## src/rtl/relay_seq_pkg.sv

```systemverilog
// Shared types and helpers for the break-before-make relay sequencer.
package relay_seq_pkg;

   typedef enum logic [2:0] {
      IDLE,
      BREAK,
      MAKE,
      SETTLE,
      DONE
   } seq_state_t;

   localparam int HOLD_PHASE_W = 4;

   function automatic int cw(input int n);
      return $clog2(n);
   endfunction

endpackage

```

## src/rtl/relay_bbm_sequencer_dwell_timer.sv

```systemverilog
// Down-counting dwell timer. A load takes priority over a decrement.
// zero is a decode of the registered count, so it is valid on the cycle after a load.
module dwell_timer #(
   parameter int WIDTH = 5
) (
   input  logic             clk,
   input  logic             rst_n,
   input  logic             load,
   input  logic [WIDTH-1:0] load_val,
   input  logic             en,
   output logic [WIDTH-1:0] count,
   output logic             zero
);

   logic [WIDTH-1:0] count_q, count_d;

   always_comb begin
      count_d = count_q;
      if (load) begin
         count_d = load_val;
      end else if (en) begin
         count_d = count_q - WIDTH'(1);
      end
   end

   always_ff @(posedge clk or negedge rst_n) begin
      if (!rst_n) begin
         count_q <= '0;
      end else begin
         count_q <= count_d;
      end
   end

   assign count = count_q;
   assign zero  = (count_q == '0);

endmodule

```

## src/rtl/relay_bbm_sequencer.sv

```systemverilog
// Break-before-make coil sequencer: change of channel takes BREAK_CYC+SETTLE_CYC+2 clocks, open-all BREAK_CYC+1, same channel 1.
// Backpressure: req_ready is high only in IDLE; requests are not queued. RELAY_SEQ_HOLD_EN enables PWM hold of the settled coil.
module relay_bbm_sequencer
   import relay_seq_pkg::*;
#(
   parameter int N_CHAN     = 4,
   parameter int BREAK_CYC  = 8,
   parameter int SETTLE_CYC = 20,
   parameter int HOLD_DUTY  = 8,
   localparam int CW        = cw(N_CHAN)
) (
   input  logic              clk,
   input  logic              rst_n,
   input  logic              req_valid,
   output logic              req_ready,
   input  logic [CW-1:0]     req_chan,
   input  logic              req_off,
   output logic [N_CHAN-1:0] coil_en,
   output logic [CW-1:0]     active_chan,
   output logic              active_vld,
   output logic              busy,
   output logic              done,
   output logic              err
);

   localparam int TW = $clog2((BREAK_CYC > SETTLE_CYC) ? BREAK_CYC : SETTLE_CYC) + 1;
   localparam logic [TW-1:0] BREAK_LD  = TW'(BREAK_CYC - 1);
   localparam logic [TW-1:0] SETTLE_LD = TW'(SETTLE_CYC - 1);

   seq_state_t    state_q, state_d;
   logic [CW-1:0] chan_q, chan_d;
   logic [CW-1:0] active_chan_q, active_chan_d;
   logic          off_q, off_d;
   logic          active_vld_q, active_vld_d;
   logic          err_q, err_d;

   logic          tmr_load, tmr_en, tmr_zero;
   logic [TW-1:0] tmr_load_val, tmr_count;
   logic          accept, in_range, same_chan, hold_on;

   assign accept    = req_valid && (state_q == IDLE);
   assign in_range  = ({1'b0, req_chan} < (CW + 1)'(N_CHAN));
   assign same_chan = !req_off && active_vld_q && (req_chan == active_chan_q);

   // One timer serves both dwell phases; each phase reloads it on entry.
   dwell_timer #(.WIDTH(TW)) u_timer (
      .clk      (clk),
      .rst_n    (rst_n),
      .load     (tmr_load),
      .load_val (tmr_load_val),
      .en       (tmr_en),
      .count    (tmr_count),
      .zero     (tmr_zero)
   );

   always_ff @(posedge clk or negedge rst_n) begin
      if (!rst_n) begin
         state_q       <= IDLE;
         chan_q        <= '0;
         off_q         <= 1'b0;
         active_chan_q <= '0;
         active_vld_q  <= 1'b0;
         err_q         <= 1'b0;
      end else begin
         state_q       <= state_d;
         chan_q        <= chan_d;
         off_q         <= off_d;
         active_chan_q <= active_chan_d;
         active_vld_q  <= active_vld_d;
         err_q         <= err_d;
      end
   end

   always_comb begin
      state_d       = state_q;
      chan_d        = chan_q;
      off_d         = off_q;
      active_chan_d = active_chan_q;
      active_vld_d  = active_vld_q;
      err_d         = accept && !in_range;
      tmr_load      = 1'b0;
      tmr_load_val  = BREAK_LD;
      tmr_en        = 1'b0;
      case (state_q)
         IDLE: begin
            if (accept && in_range) begin
               if (same_chan) begin
                  state_d = DONE;
               end else begin
                  state_d      = BREAK;
                  chan_d       = req_chan;
                  off_d        = req_off;
                  active_vld_d = 1'b0;
                  tmr_load     = 1'b1;
                  tmr_load_val = BREAK_LD;
               end
            end
         end
         BREAK: begin
            tmr_en = (tmr_count != '0);
            if (tmr_zero) begin
               state_d = off_q ? DONE : MAKE;
            end
         end
         MAKE: begin
            state_d      = SETTLE;
            tmr_load     = 1'b1;
            tmr_load_val = SETTLE_LD;
         end
         SETTLE: begin
            tmr_en = (tmr_count != '0);
            if (tmr_zero) begin
               state_d       = DONE;
               active_chan_d = chan_q;
               active_vld_d  = 1'b1;
            end
         end
         DONE:    state_d = IDLE;
         default: state_d = IDLE;
      endcase
   end

`ifdef RELAY_SEQ_HOLD_EN
   logic [HOLD_PHASE_W-1:0] phase_q, phase_d;

   assign phase_d = phase_q + HOLD_PHASE_W'(1);
   assign hold_on = ({1'b0, phase_q} < (HOLD_PHASE_W + 1)'(HOLD_DUTY));

   always_ff @(posedge clk or negedge rst_n) begin
      if (!rst_n) begin
         phase_q <= '0;
      end else begin
         phase_q <= phase_d;
      end
   end
`else
   assign hold_on = 1'b1;
`endif

   // Only the settled coil is economised; MAKE, SETTLE and DONE drive it fully.
   always_comb begin
      coil_en = '0;
      case (state_q)
         MAKE, SETTLE: coil_en = N_CHAN'(1) << chan_q;
         DONE:         if (active_vld_q) coil_en = N_CHAN'(1) << active_chan_q;
         IDLE:         if (active_vld_q && hold_on) coil_en = N_CHAN'(1) << active_chan_q;
         default:      coil_en = '0;
      endcase
   end

   assign req_ready   = (state_q == IDLE);
   assign busy        = (state_q != IDLE);
   assign done        = (state_q == DONE);
   assign err         = err_q;
   assign active_chan = active_chan_q;
   assign active_vld  = active_vld_q;

endmodule

```

## config.mk

```make
export PLATFORM = sky130hd
export DESIGN_NAME = relay_bbm_sequencer
export DESIGN_NICKNAME = d
export VERILOG_FILES = /design/src/rtl/relay_seq_pkg.sv /design/src/rtl/relay_bbm_sequencer_dwell_timer.sv /design/src/rtl/relay_bbm_sequencer.sv
export SDC_FILE = /design/constraint.sdc
export NUM_CORES = 1
export LEC_CHECK = 0
export BUFFER_PORTS_ARGS = -buffer_cell sky130_fd_sc_hd__buf_4
export CORE_MARGIN = 2
export CORE_UTILIZATION = 53
export DETAILED_ROUTE_END_ITERATION = 10
export PLACE_DENSITY_LB_ADDON = 0.05
export SLEW_MARGIN = 15
export SYNTH_ARGS = -nofsm -noshare
export SYNTH_HDL_FRONTEND = slang
export SYNTH_SLANG_ARGS = --single-unit
```

## constraint.sdc

```tcl
create_clock -name clk -period 1.92 [get_ports clk]
set_input_delay 0.192 -clock clk [delete_from_list [all_inputs] [get_ports clk]]
set_output_delay 0.192 -clock clk [all_outputs]
set_load 0.03 [all_outputs]
```

* Word-level counts from Yosys, hierarchy flattened
Index checks and enable logic that the tools add are counted.
W data, S select, Z words.
** Word-level totals
- Input port bits :: 6
- Logic and storage cells :: 55
- Flip-flop bits (word level) :: 15
- Output and inout port bits :: 11
** Operators by class
- Equality and inequality tests :: 9
- Reduce and logical (&&, ||, !) cells :: 17
- Muxes and demuxes :: 19
- Bitwise gates (word level) :: 1
- $add $sub $neg :: 1
- Shift-type cells :: 2
** Operator list (count)
- $mux W3 :: 5
- $mux W6 :: 2
- $pmux W3 S4 :: 1
- $pmux W4 S2 :: 1
- $shl A1 B2 Y4 const A :: 2
- $eq A3 B2 Y1 const B :: 2
- $logic_not A6 Y1 :: 1
- $mux W1 :: 6
- $ne A2 B2 Y1 const B :: 3
- $reduce_and A3 Y1 :: 2
- $reduce_bool A6 Y1 :: 1
- $reduce_or A2 Y1 :: 3
- $sub A6 B1 Y6 const B :: 1
- $mux W5 :: 1
- $mux W4 :: 1
- $pmux W1 S2 :: 2
- $reduce_and A4 Y1 :: 1
- $reduce_bool A2 Y1 :: 2
- $eq A3 B1 Y1 const B :: 1
- $eq A3 B3 Y1 const B :: 1
- $logic_and A1 B1 Y1 :: 3
- $logic_not A3 Y1 :: 1
- $reduce_bool A3 Y1 :: 1
- $eq A2 B2 Y1 :: 1
- other kinds (4) :: 4

* Depth between registers and ports, before layout
Gate-level depths: netlist (run 1).
- Depth in word-level cells :: 7
- Depth in mapped cells :: 6
- Gate-level depth less buffers :: 6

* Modules after synthesis
Synthesis (run 1) repeated with hierarchy kept, for this count alone.
** Unflattened totals
- Cell total of the unflattened synthesis :: 99
- Area total of the unflattened synthesis :: 932.1 um^2
** By module, submodules not included
- relay_bbm_sequencer :: seq. area each 225.2 um^2, cells an instance 61, times used 1, area each 585.6 um^2
- dwell_timer :: seq. area each 150.1 um^2, cells an instance 38, times used 1, area each 346.6 um^2

* Least setup slack after synthesis (run 1)
OpenSTA, ideal clock, no wires.
- Path type :: register -> register
- Start point :: register state_q[1]
- End point :: register u_timer.count_q[4], in the netlist u_timer.count[4]
- Data arrival time :: 1.662 ns
- Cell stages (with the launch flop) :: 5
- Slack :: 0.132 ns
- Path buffers :: 0
- Path through :: dfrtp_1 -> nor3_2 -> o311ai_4 -> o21a_1 -> a221o_1
** Between the ends
- Word-level cells in the longest chain between the ends :: 5
- Elaborated cells on any way between the ends :: 12
- Classes of those cells :: eq/ne: 3; mux: 5; reduce/logical: 4
** Ends and longest elaborated chain
- from (decl) :: RTL line relay_bbm_sequencer.sv:30 : seq_state_t state_q, state_d;
- from (signal assigned) :: RTL line relay_bbm_sequencer.sv:65 : state_q <= state_d;
- $logic_not A3 Y1 *
- net req_ready :: RTL line relay_bbm_sequencer.sv:15 : output logic req_ready,
- $logic_and A1 B1 Y1 :: RTL line relay_bbm_sequencer.sv:41 : assign accept = req_valid && (state_q == IDLE);
- $mux W1 :: RTL line relay_bbm_sequencer.sv:86 : if (accept && in_range) begin
- $pmux W1 S2 * :: RTL line relay_bbm_sequencer.sv:84 : case (state_q)
- $mux W6 or $reduce_bool A2 Y1 (tied branches)
- to (signal assigned) :: RTL line relay_bbm_sequencer_dwell_timer.sv:30 : count_q <= count_d;
- to (decl) :: RTL line relay_bbm_sequencer_dwell_timer.sv:15 : logic [WIDTH-1:0] count_q, count_d;
Mark *: on every way through the listed nets, which the timed path passes. The rest lies on a longest branch.
A chain may end at the register's enable or synchronous reset.

* Final worst setup path (run 1)
- Start point :: register state_q[2]
- End point :: output port coil_en[2]
** Between the ends
- Word-level cells in the longest chain between the ends :: 3
- Elaborated cells on any way between the ends :: 7
- Classes of those cells :: eq/ne: 3; mux: 1; reduce/logical: 3
** Ends and longest elaborated chain
- $eq A3 B3 Y1, or another cell as far along :: RTL line relay_bbm_sequencer.sv:143 : case (state_q)
- $reduce_or A2 Y1, on equally long branches
- $pmux W4 S2 * :: RTL line relay_bbm_sequencer.sv:143
- to (decl) :: RTL line relay_bbm_sequencer.sv:18 : output logic [N_CHAN-1:0] coil_en,
Mark *: on every way between the ends. The rest lies on a longest branch, timed or not.

==> summary.txt, run 1 <==
Clock network
  • TritonCTS clock tree: built
  • Clk root buf: clkbuf_4
  • Buffer count from post-CTS setup fixing: 0
  • Post_cts resized: 0
  • Maximum clock path buffer count: 2
  • Clock sinks: 15
  • Worst skew pair latency: ~270 ps
  • CTS HTree Levels: 1
  • Worst-path clk slew: 80 ps
  • Hold buffers post-CTS: 1
  • Num CTS Buffers: 3

Floorplan
  • Ports: 17
  • Die Height: between 40 and 50 um
  • Initial Util: 0.581
  • Die ar.: about 2000 um^2
  • Cell row count: 14
  • Die X: 45.1 um
  • Core Box Area: about 1500 um^2

Yosys
  • Mean post-synth cell area: approximately 10 um^2
  • EDFF count, synth: 0
  • #FFs+latches synth: 15
  • Register area share after synthesis: 0.419
  • Most frequent cell after synthesis: dfrtp_1
  • Top post-synthesis cells by area: dfrtp_1 42%, mux2_2 3.8%, mux2_4 3.4%
  • Distinct cells, synth: 34
  • Post-Synth Simple-Gate Area: 0.229
  • Area leader, netlist: dfrtp_1
  • Largest family of logic cells by synthesized area: simple AND/OR/NAND/NOR gates
  • Synth Cell Area: roughly 900 um^2
  • Post-synthesis async set-or-reset flop share: 1.00
  • Synth Warn #: 0
  • Post-synth top cells: 15 x dfrtp_1, 7 x nand2_1, 6 x inv_1, 6 x nor2_1, 4 x nand2b_1
  • Post-synth top flop: dfrtp_1
  • Synth Area in Compound Gates: 0.155
  • Post-synthesis mux area share: 0.0824
  • Adder-cell share of the synthesized area: 0.0279
  • Post-Syn Instances: 87
  • Synth Net Count: 95
  • Synth top area share: 0.419
  • Post-synthesis xor/xnor area fraction: 0.0489

Detailed routing
  • DRT Wirelength: approximately 1800 um
  • First-pass DRT Iterations: 4
  • Post-route antenna net violation count: 0
  • Routed vias: about 680
  • DR iter-0 viols: 4
  • DR vias/cell: between 5 and 6
  • DRC Markers: 0
  • Routed WL per cell: about 15 um

Placement
  • DP Wirelength: about 1400 um
  • DP Cell Count: around 120
  • Port bufs: 15
  • RePlAce Congestion: just under 0.8

Timing
  • Max Fclk: 0.591 GHz
  • Minimum clock period after layout: between 1500 and 2000 ps
  • Hold slack: 157 ps
  • Tcrit/Tclk final: 0.881
  • Pins Over Slew Limit: 0
  • Setup repair after global routing missed its margin: false
  • Setup violators final: 0
  • Setup tns final: 0 ps
  • Setup Skew: roughly 1.9 ps
  • Hold Violations, Final: 0

Worst setup path
  • R2R depth: 4
  • RR Startpoint: u_timer.count[2]$_DFFE_PN0P_
  • Crit. End Element: output port
  • Worst-path maximum fanout: 7
  • Worst r2r dst: active_chan[1]$_DFFE_PN0P_
  • Reg-to-reg setup timing slack: 250 ps
  • CP Launch Type: flop
  • CP Data Arrival Time: 1500 ps
  • WP data required: approximately 1700 ps
  • Crit path kind: flop to output port

Power and ir drop
  • Post-layout power: 1700 uW
  • Pleak: 0.000480 uW
  • Cell Pwr Density: between 1500 and 2000 nW/um^2
  • Worst IR drop on VDD: approximately 0.88 mV

Global route
  • First-pass GRT wire length: ~3100 um
  • GR peak layer: met2
  • Initial antenna violation count: 0
  • M2 GR Usage: 0.314
  • Largest net degree at the start of global routing: 16
  • Vias in the first global route: ~670
  • Total GRT Usage: 0.214
  • M3 GR Usage: 0.0360
  • Global Route met1 Usage: 0.309
  • Overflow after GRT: 0

Min path
  • Hold worst-path end: off_q$_DFFE_PN0P_
  • HP Class: input pin to flop
  • Hold path depth: 2
  • HP Start: req_off

Cells and area
  • Post-layout util: 0.686
  • FF+latch area: roughly 380 um^2
  • FILL cells: ~130
  • Fin cells: between 100 and 150
  • Number of diodes: 0
  • Layout net count: roughly 120
  • Area of the multi-input gates: approximately 500 um^2
  • Layout area overhead: 18.0%
  • Fraction of layout cells with a size suffix above 1: 0.283

Status
  • Status: completed

Job
  • Max cap viols: 0
-- state kept, by name, summed over array words and instances, names as in the netlist --
name,cells
chan_q,2
off_q,1
state_q,3
u_timer.count,6
active_vld,1
active_chan,2
-- worst max-delay path, cell delays in order (launching register included) --
cell and delay [ps]:
dfrtp_1 450, and2b_1 330, nand2b_1 110, o22ai_1 160, buf_4 180
-- layout make-up --
cell class,count,area share
multi-input combinational,65,0.464
sequential,15,0.355
timing repair buffer,16,0.116
clock buffer,4,0.0249
inverter,6,0.0213
tap,16,0.0189
-- metrics by stage --
stage | setup WS [ps] | instance area, um^2
6_report | 229 | 1060
5_1_grt | 91.1 | 1060
3_5_place_dp | 256 | 1020
4_1_cts | 222 | 1060
2_1_floorplan | 132 | 896
3_3_place_gp | 264 | 1020
-- kinds of logic after synthesis --
kind of cell             after synthesis
AO/OA/AOI/OAI                         16
XOR/XNOR                               5
adder cells (fa/ha/maj)                2
buffers and inverters                  7
flip-flops                            15
multiplexers                           6
other                                  1
AND/OR/NAND/NOR                       35
-- placed cells by master (no fill, tap or decap), types with 2 or more instances in the layout --
cell type | netlist | routed
xor2_1 | 2 | 2
xnor2_1 | 3 | 3
mux2_4 | 2 | 2
mux2_2 | 3 | 3
nand3b_1 | 2 | 2
buf_4 | 1 | 15
o211ai_1 | 3 | 3
o22ai_1 | 3 | 3
and2b_1 | 2 | 2
dfrtp_1 | 15 | 15
ha_1 | 2 | 2
nand3_1 | 3 | 3
nor2_1 | 6 | 6
inv_1 | 6 | 6
nor3_1 | 3 | 3
o21ai_0 | 2 | 2
and2_1 | 3 | 3
clkbuf_4 | 0 | 3
nand2_1 | 7 | 7
nand2b_1 | 4 | 4
-- where the power goes --
part | switching (uW) | internal (uW) | total, uW
registers | 160 | 449 | 609
logic | 516 | 403 | 920
clock network | 94.8 | 80.5 | 175
total | 771 | 933 | 1700
-- how the worst max path moves through the flow --
stage,startpoint,endpoint,slack (ps),depth (start not counted)
3_5_place_dp,u_timer.count[2]$_DFFE_PN0P_,active_chan[1]$_DFFE_PN0P_,260,4
2_1_floorplan,state_q[1]$_DFFE_PN0P_,u_timer.count[4]$_DFFE_PN0P_,130,4
6_report,state_q[2]$_DFFE_PN0P_,coil_en[2],230,4
3_3_place_gp,u_timer.count[2]$_DFFE_PN0P_,active_chan[1]$_DFFE_PN0P_,260,4
5_1_grt,state_q[1]$_DFFE_PN0P_,coil_en[3],90,4
4_1_cts,state_q[1]$_DFFE_PN0P_,coil_en[3],220,4
-- layer usage --
| layer | share of wire | vias to the layer above |
|---|---|---|
| met1 | 0.46 | 315 |
| li1 | - | 341 |
| met2 | 0.49 | 18 |
| met4 | 0.010 | 0 |
| met3 | 0.036 | 2 |
| met5 | 0 | - |
No activity file was read; power rests on OpenSTA's default activity.
==> inputs of run 2 (changes only) <==
==> constraint.sdc (replaced) <==
create_clock -name clk -period 1.6 [get_ports clk]
set_input_delay 0.16 -clock clk [delete_from_list [all_inputs] [get_ports clk]]
set_output_delay 0.16 -clock clk [all_outputs]
set_load 0.03 [all_outputs]
==> run 2 against run 1 <==
Effect of this change: register-to-register slack worse by 210 ps; sequential share of layout area shrank 3.5 points; utilization grew 8.2 points; global-route usage rose by 1.3 points; non-clock buffer count rose by 14; critical path depth did not move; setup slack lost 190 ps; critical path type unchanged.
==> summary.txt, run 2 (synthesized netlist as in run 1, its figures left out) <==
Global route
  • Initial antenna violation count: 0 (unchanged)
  • Largest net degree at the start of global routing: 16 (unchanged)
  • Vias in the first global route: 768 (+15%)
  • Total GRT Usage: 0.228 (+0.0134)
  • Overflow after GRT: 0 (unchanged)
  • First-pass GRT wire length: 3270 um (+4.6%)

Power and ir drop
  • Power share of the clock group: 0.095 (-0.008)
  • Seq pwr share: 0.312 (-0.046)
  • Logic pwr share: 0.593 (+0.053)
  • Sw frac: 0.437 (-0.0154)
  • Cell Pwr Density: 1950 nW/um^2 (+21%)
  • Pleak: 0.000550 uW (+14%)
  • Worst IR drop on VDD: 1.48 mV (+69%)
  • Pint: 1300 uW (+40%)
  • Sw Pwr: 1010 uW (+31%)

Timing
  • Setup violators final: 0 (unchanged)
  • Minimum clock period after layout: 1560 ps
  • Hold slack: 118 ps (-38.6 ps)
  • Fin worst setup slack: 35.6 ps (-193 ps)
  • Setup repair after global routing missed its margin: true
  • Tcrit/Tclk final: 0.978
  • Max Fclk: between 0.6 and 0.7 GHz
  • Pins Over Slew Limit: 0 (unchanged)
  • Hold Violations, Final: 0 (unchanged)
  • Setup tns final: 0 ps (unchanged)
  • Setup Skew: 5.55 ps (+3.62 ps)

Cells and area
  • Fraction of layout cells with a size suffix above 1: 0.417 (+0.134)
  • Commonest cells after routing, fill and taps aside: 29 x buf_4, 12 x dfrtp_1, 7 x nand2_1, 6 x inv_1, 5 x nor2_1
  • Layout area overhead: 32.1%
  • Post-layout util: 0.768 (+0.0820)
  • Max reg flops: 6 (unchanged)
  • Design area: 1180 um^2 (+12%)
  • Layout net count: 129 (+12%)
  • FILL cells: 103 (-18%)
  • Commonest non-fill, non-tap cell in the layout: buf_4
  • Number of diodes: 0 (unchanged)

Worst setup path
  • CP Launch Type: flop
  • CP Data Arrival Time: 1400 ps (-100 ps)
  • Critical path origin: state_q[1]$_DFFE_PN0P_
  • WP data required: 1440 ps (-290 ps)
  • R2R depth: 3 (-1)
  • Crit. End Element: output port
  • CP cell instances: nor2_4, nand3b_1, o22ai_1, buf_4
  • CP top delay family: flip-flops
  • Total buffers and inverters traversed by the critical path: 1 (unchanged)
  • RR Startpoint: active_chan[1]$_DFFE_PN0P_
  • CP max stage cell: dfrtp_2
  • Worst-path maximum fanout: 7 (unchanged)
  • Stages on worst setup path: 4 (unchanged)
  • Crit-path max cell delay: 490 ps (+40 ps)
  • Reg-to-reg setup timing slack: 40 ps (-210 ps)
  • Critical Path End: coil_en[0]
  • Crit path kind: flop to output port
  • Worst r2r dst: off_q$_DFFE_PN0P_

Detailed routing
  • DRT met1 WL: 946 um (+13%)
  • Met3 wire len: 59 um (-9.2%)
  • Post-route antenna net violation count: 0 (unchanged)
  • Met2 routed WL: 1010 um (+13%)
  • DRC Markers: 0 (unchanged)
  • First-pass DRT Iterations: 4 (unchanged)
  • DR iter-0 viols: 19 (+15)
  • DR vias/cell: 5.56 (+0.32%)
  • DRT Wirelength: 2040 um (+13%)
  • Top layer in use: met4
  • Routed WL per cell: 15.0 um (+1.1%)
  • Routed vias: 756 (+12%)

Placement
  • RePlAce Congestion: 0.834 (+4.9%)
  • Placed Area: 1090 um^2 (+7.2%)
  • Dpl ws: -4.02 ps (-260 ps)
  • Port bufs: 15 (unchanged)
  • DP Wirelength: 1470 um (+6.0%)

Clock network
  • CTS HTree Levels: 1 (unchanged)
  • Maximum clock path buffer count: 2 (unchanged)
  • Worst-path clk slew: 90 ps (about the same)
  • Num CTS Buffers: 3 (unchanged)
  • TritonCTS clock tree: built
  • Clk root buf: clkbuf_4
  • Clock sinks: 15 (unchanged)
  • Worst skew pair latency: 280 ps (about the same)

Floorplan
  • Die X: 45.1 um (unchanged)
  • Initial Util: 0.581 (unchanged)
  • Core Box Area: 1540 um^2 (unchanged)
  • Die ar.: 2040 um^2 (unchanged)
  • Die Height: 45.1 um (unchanged)
  • Cell row count: 14 (unchanged)
  • Ports: 17 (unchanged)

Job
  • Max cap viols: 0 (unchanged)

Status
  • Status: completed

Min path
  • HP Class: input pin to flop
==> run 2: cell types whose count changed in the layout (fill, tap and decap cells not counted), sizes merged <==
| cell | delta |
|---|---|
| buf | +14 |
==> run 2: metrics by stage <==
stage / instances / power (uW)
final: 136 / 2310
after global routing: 136 / 2470
after global placement: 126 / 1950
after floorplan: 87 / 1560
after detailed placement: 126 / 2000
after CTS: 134 / 2270
==> run 2: power by group through the flow <==
stage	logic, uW	registers, uW	clock network, uW
after floorplan	820	738	0
after global placement	1250	701	0
after detailed placement	1290	711	0
after CTS	1330	715	222
after global routing	1490	747	232
final	1370	722	219
==> run 2: layer usage <==
| layer | global-route usage | up-vias |
|---|---|---|
| met4 | 0.0824 | 0 |
| met2 | 0.386 | 16 |
| met5 | 0 | - |
| met1 | 0.292 | 369 |
| li1 | - | 367 |
| met3 | 0.0360 | 4 |
==> run 2: how the worst min path moves through the flow <==
stage | to | startpoint | cells after the start
after floorplan | active_chan[0]$_DFFE_PN0P_ | rst_n | 0
after global placement | u_timer.count[5]$_DFFE_PN0P_ | rst_n | 1
after detailed placement | u_timer.count[5]$_DFFE_PN0P_ | rst_n | 1
after CTS | off_q$_DFFE_PN0P_ | req_off | 2
after global routing | chan_q[0]$_DFFE_PN0P_ | req_chan[0] | 2
final | chan_q[0]$_DFFE_PN0P_ | req_chan[0] | 2
==> run 2: area by class of cell <==
cell class / instances / area (um^2) / share of cell area
sequential: 15 / 379 / 0.320
multi-input combinational: 65 / 508 / 0.429
inverter: 6 / 22.5 / 0.0190
clock buffer: 4 / 26.3 / 0.0222
tap: 16 / 20.0 / 0.0169
timing repair buffer: 30 / 228 / 0.192
==> run 2: timing repair <==
action / in CTS / in global routing
setup endpoints to repair: 6 / 10
resized for setup: 5 / 2
buffers inserted: 3 / 2
hold buffers: 1 / 0
endpoints found under the hold margin: 15 / 0
pin swaps: 1 / 4
cloned: 0 / 0
==> inputs of run 3 (changes only) <==
--- a/config.mk
+++ b/config.mk
@@ -8,8 +8,10 @@
 export BUFFER_PORTS_ARGS = -buffer_cell sky130_fd_sc_hd__buf_4
 export CORE_MARGIN = 2
 export CORE_UTILIZATION = 53
+export CTS_CLUSTER_DIAMETER = 120
+export CTS_CLUSTER_SIZE = 40
 export DETAILED_ROUTE_END_ITERATION = 10
-export PLACE_DENSITY_LB_ADDON = 0.05
+export PLACE_DENSITY_LB_ADDON = 0.08
 export SLEW_MARGIN = 15
 export SYNTH_ARGS = -nofsm -noshare
 export SYNTH_HDL_FRONTEND = slang
==> run 3 against run 2 <==
Effect of this change: power fell by 1.4%; die area did not move; clock skew fell by 3.5 ps.
==> summary.txt, run 3 (synthesized netlist as in run 1, its figures left out) <==
Cells and area
  • Number of diodes: 0 (unchanged)
  • Max reg flops: 6 (unchanged)
  • FILL cells: 110 (+6.8%)
  • FF+latch area: 379 um^2 (unchanged)
  • Fraction of layout cells with a size suffix above 1: 0.419 (+0.00214)
  • Layout area overhead: 30.9%
  • Commonest cells after routing, fill and taps aside: 26 x buf_4, 12 x dfrtp_1, 7 x nand2_1, 6 x inv_1, 5 x nor2_1
  • Post-layout util: 0.761 (-0.00731)
  • Commonest non-fill, non-tap cell in the layout: buf_4
  • Layout net count: 126 (-2.3%)
  • Area of the multi-input gates: 519 um^2 (+2.2%)

Floorplan
  • Initial Util: 0.581 (unchanged)
  • Die ar.: 2040 um^2 (unchanged)
  • Cell row count: 14 (unchanged)
  • Core Box Area: 1540 um^2 (unchanged)
  • Die Height: 45.1 um (unchanged)
  • Die X: 45.1 um (unchanged)
  • Ports: 17 (unchanged)

Clock network
  • Clk root buf: clkbuf_4
  • CTS HTree Levels: 1 (unchanged)
  • Clock sinks: 15 (unchanged)
  • Maximum clock path buffer count: 2 (unchanged)
  • Num CTS Buffers: 3 (unchanged)
  • Worst-path clk slew: 80 ps (about the same)
  • TritonCTS clock tree: built
  • Worst skew pair latency: 280 ps (about the same)

Job
  • Max cap viols: 0 (unchanged)

Global route
  • Vias in the first global route: 654 (-15%)
  • Largest net degree at the start of global routing: 16 (unchanged)
  • First-pass GRT wire length: 3010 um (-8.0%)
  • Overflow after GRT: 0 (unchanged)
  • Initial antenna violation count: 0 (unchanged)
  • Total GRT Usage: 0.211 (-0.0162)

Timing
  • Pins Over Slew Limit: 0 (unchanged)
  • Setup violators final: 0 (unchanged)
  • Minimum clock period after layout: 1600 ps (+30.6 ps)
  • Hold slack: 114 ps (-4.81 ps)
  • Setup Skew: 2.04 ps (-3.50 ps)
  • Tcrit/Tclk final: 0.997 (+0.0191)
  • Max Fclk: 0.627 GHz (-1.9%)
  • Setup repair after global routing missed its margin: true
  • Hold Violations, Final: 0 (unchanged)

Detailed routing
  • First-pass DRT Iterations: 4 (unchanged)
  • Routed vias: 743 (-1.7%)
  • DR iter-0 viols: 16 (-3)
  • DRC Markers: 0 (unchanged)
  • DR vias/cell: 5.59 (+0.50%)
  • Post-route antenna net violation count: 0 (unchanged)
  • DRT Wirelength: 1860 um (-8.4%)
  • Routed WL per cell: 14.0 um (-6.3%)

Placement
  • RePlAce Congestion: 0.824 (-1.2%)
  • DP Wirelength: 1390 um (-5.1%)
  • Port bufs: 15 (unchanged)

Worst setup path
  • Crit path kind: flop to output port
  • Worst-path maximum fanout: 6 (-1)
  • WP data required: 1440 ps (about the same)
  • CP Data Arrival Time: 1440 ps (+40 ps)
  • CP Launch Type: flop
  • Crit. End Element: output port

Power and ir drop
  • Worst IR drop on VDD: 1.41 mV (-5.1%)
  • Post-layout power: 2280 uW (-1.4%)
  • Cell Pwr Density: 1950 nW/um^2 (-0.44%)
  • Pleak: 0.000536 uW (-2.4%)

Status
  • Status: completed

Min path
  • HP Class: input pin to flop
run 3: path summary, 6_finish.rpt:
kind	startpoint	cells past startpoint	endpoint	slack [ps]
worst max-delay path	state_q[2]$_DFFE_PN0P_	4	coil_en[0]	5
worst max register to register	active_chan[1]$_DFFE_PN0P_	4	u_timer.count[2]$_DFFE_PN0P_	30
worst min register to register	state_q[2]$_DFFE_PN0P_	1	state_q[2]$_DFFE_PN0P_	510
worst min-delay path	req_off	2	off_q$_DFFE_PN0P_	110
max in group asynchronous	rst_n	2	state_q[2]$_DFFE_PN0P_	1150
min in group asynchronous	rst_n	2	u_timer.count[1]$_DFFE_PN0P_	260
run 3: metal layers:
metal  part of all wire  GRT usage  vias to the layer above
li1                   -          -                      367
met1               0.48      0.313                      358
met2               0.47      0.306                       15
met3              0.034     0.0360                        3
met4             0.0086     0.0882                        0
met5                  0          0                        -
run 3: final cells by class:
| cell class | instances | share of cell area |
|---|---|---|
| multi-input cells | 65 | 0.443 |
| well taps | 16 | 0.0171 |
| clock buffers | 4 | 0.0224 |
| inverters | 6 | 0.0192 |
| flip-flops and latches | 15 | 0.323 |
| repair buffers | 27 | 0.175 |
run 3: what timing repair did:
item | in CTS | in global routing
pin swaps | 0 | 2
hold buffers | 1 | 0
endpoints found under the hold margin | 15 | 0
gates resized for setup | 4 | 6
buffers inserted | 0 | 3
setup endpoints to repair | 4 | 11
run 3: metrics by stage:
| step | area, um^2 | setup TNS [ps] | worst slack (ps) | std cells |
|---|---|---|---|---|
| after floorplan | 902 | 0 | 1.44 | 87 |
| after global placement | 1090 | 0 | 51.0 | 125 |
| after detailed placement | 1090 | 0 | 14.6 | 125 |
| after CTS | 1130 | 0 | 1.25 | 130 |
| after global routing | 1170 | -184 | -44.4 | 133 |
| final | 1170 | 0 | 4.99 | 133 |
run 3: worst max-delay path: stages, from the launching register on:
cell and delay (ps):
dfrtp_2 450, and2b_2 270, nand2b_1 90, o22ai_1 150, buf_4 190
run 3: power breakdown:
group	switching (uW)	internal (uW)	total [uW]
clock network	116	96.8	213
registers	183	545	728
logic	695	645	1340
total	995	1290	2280
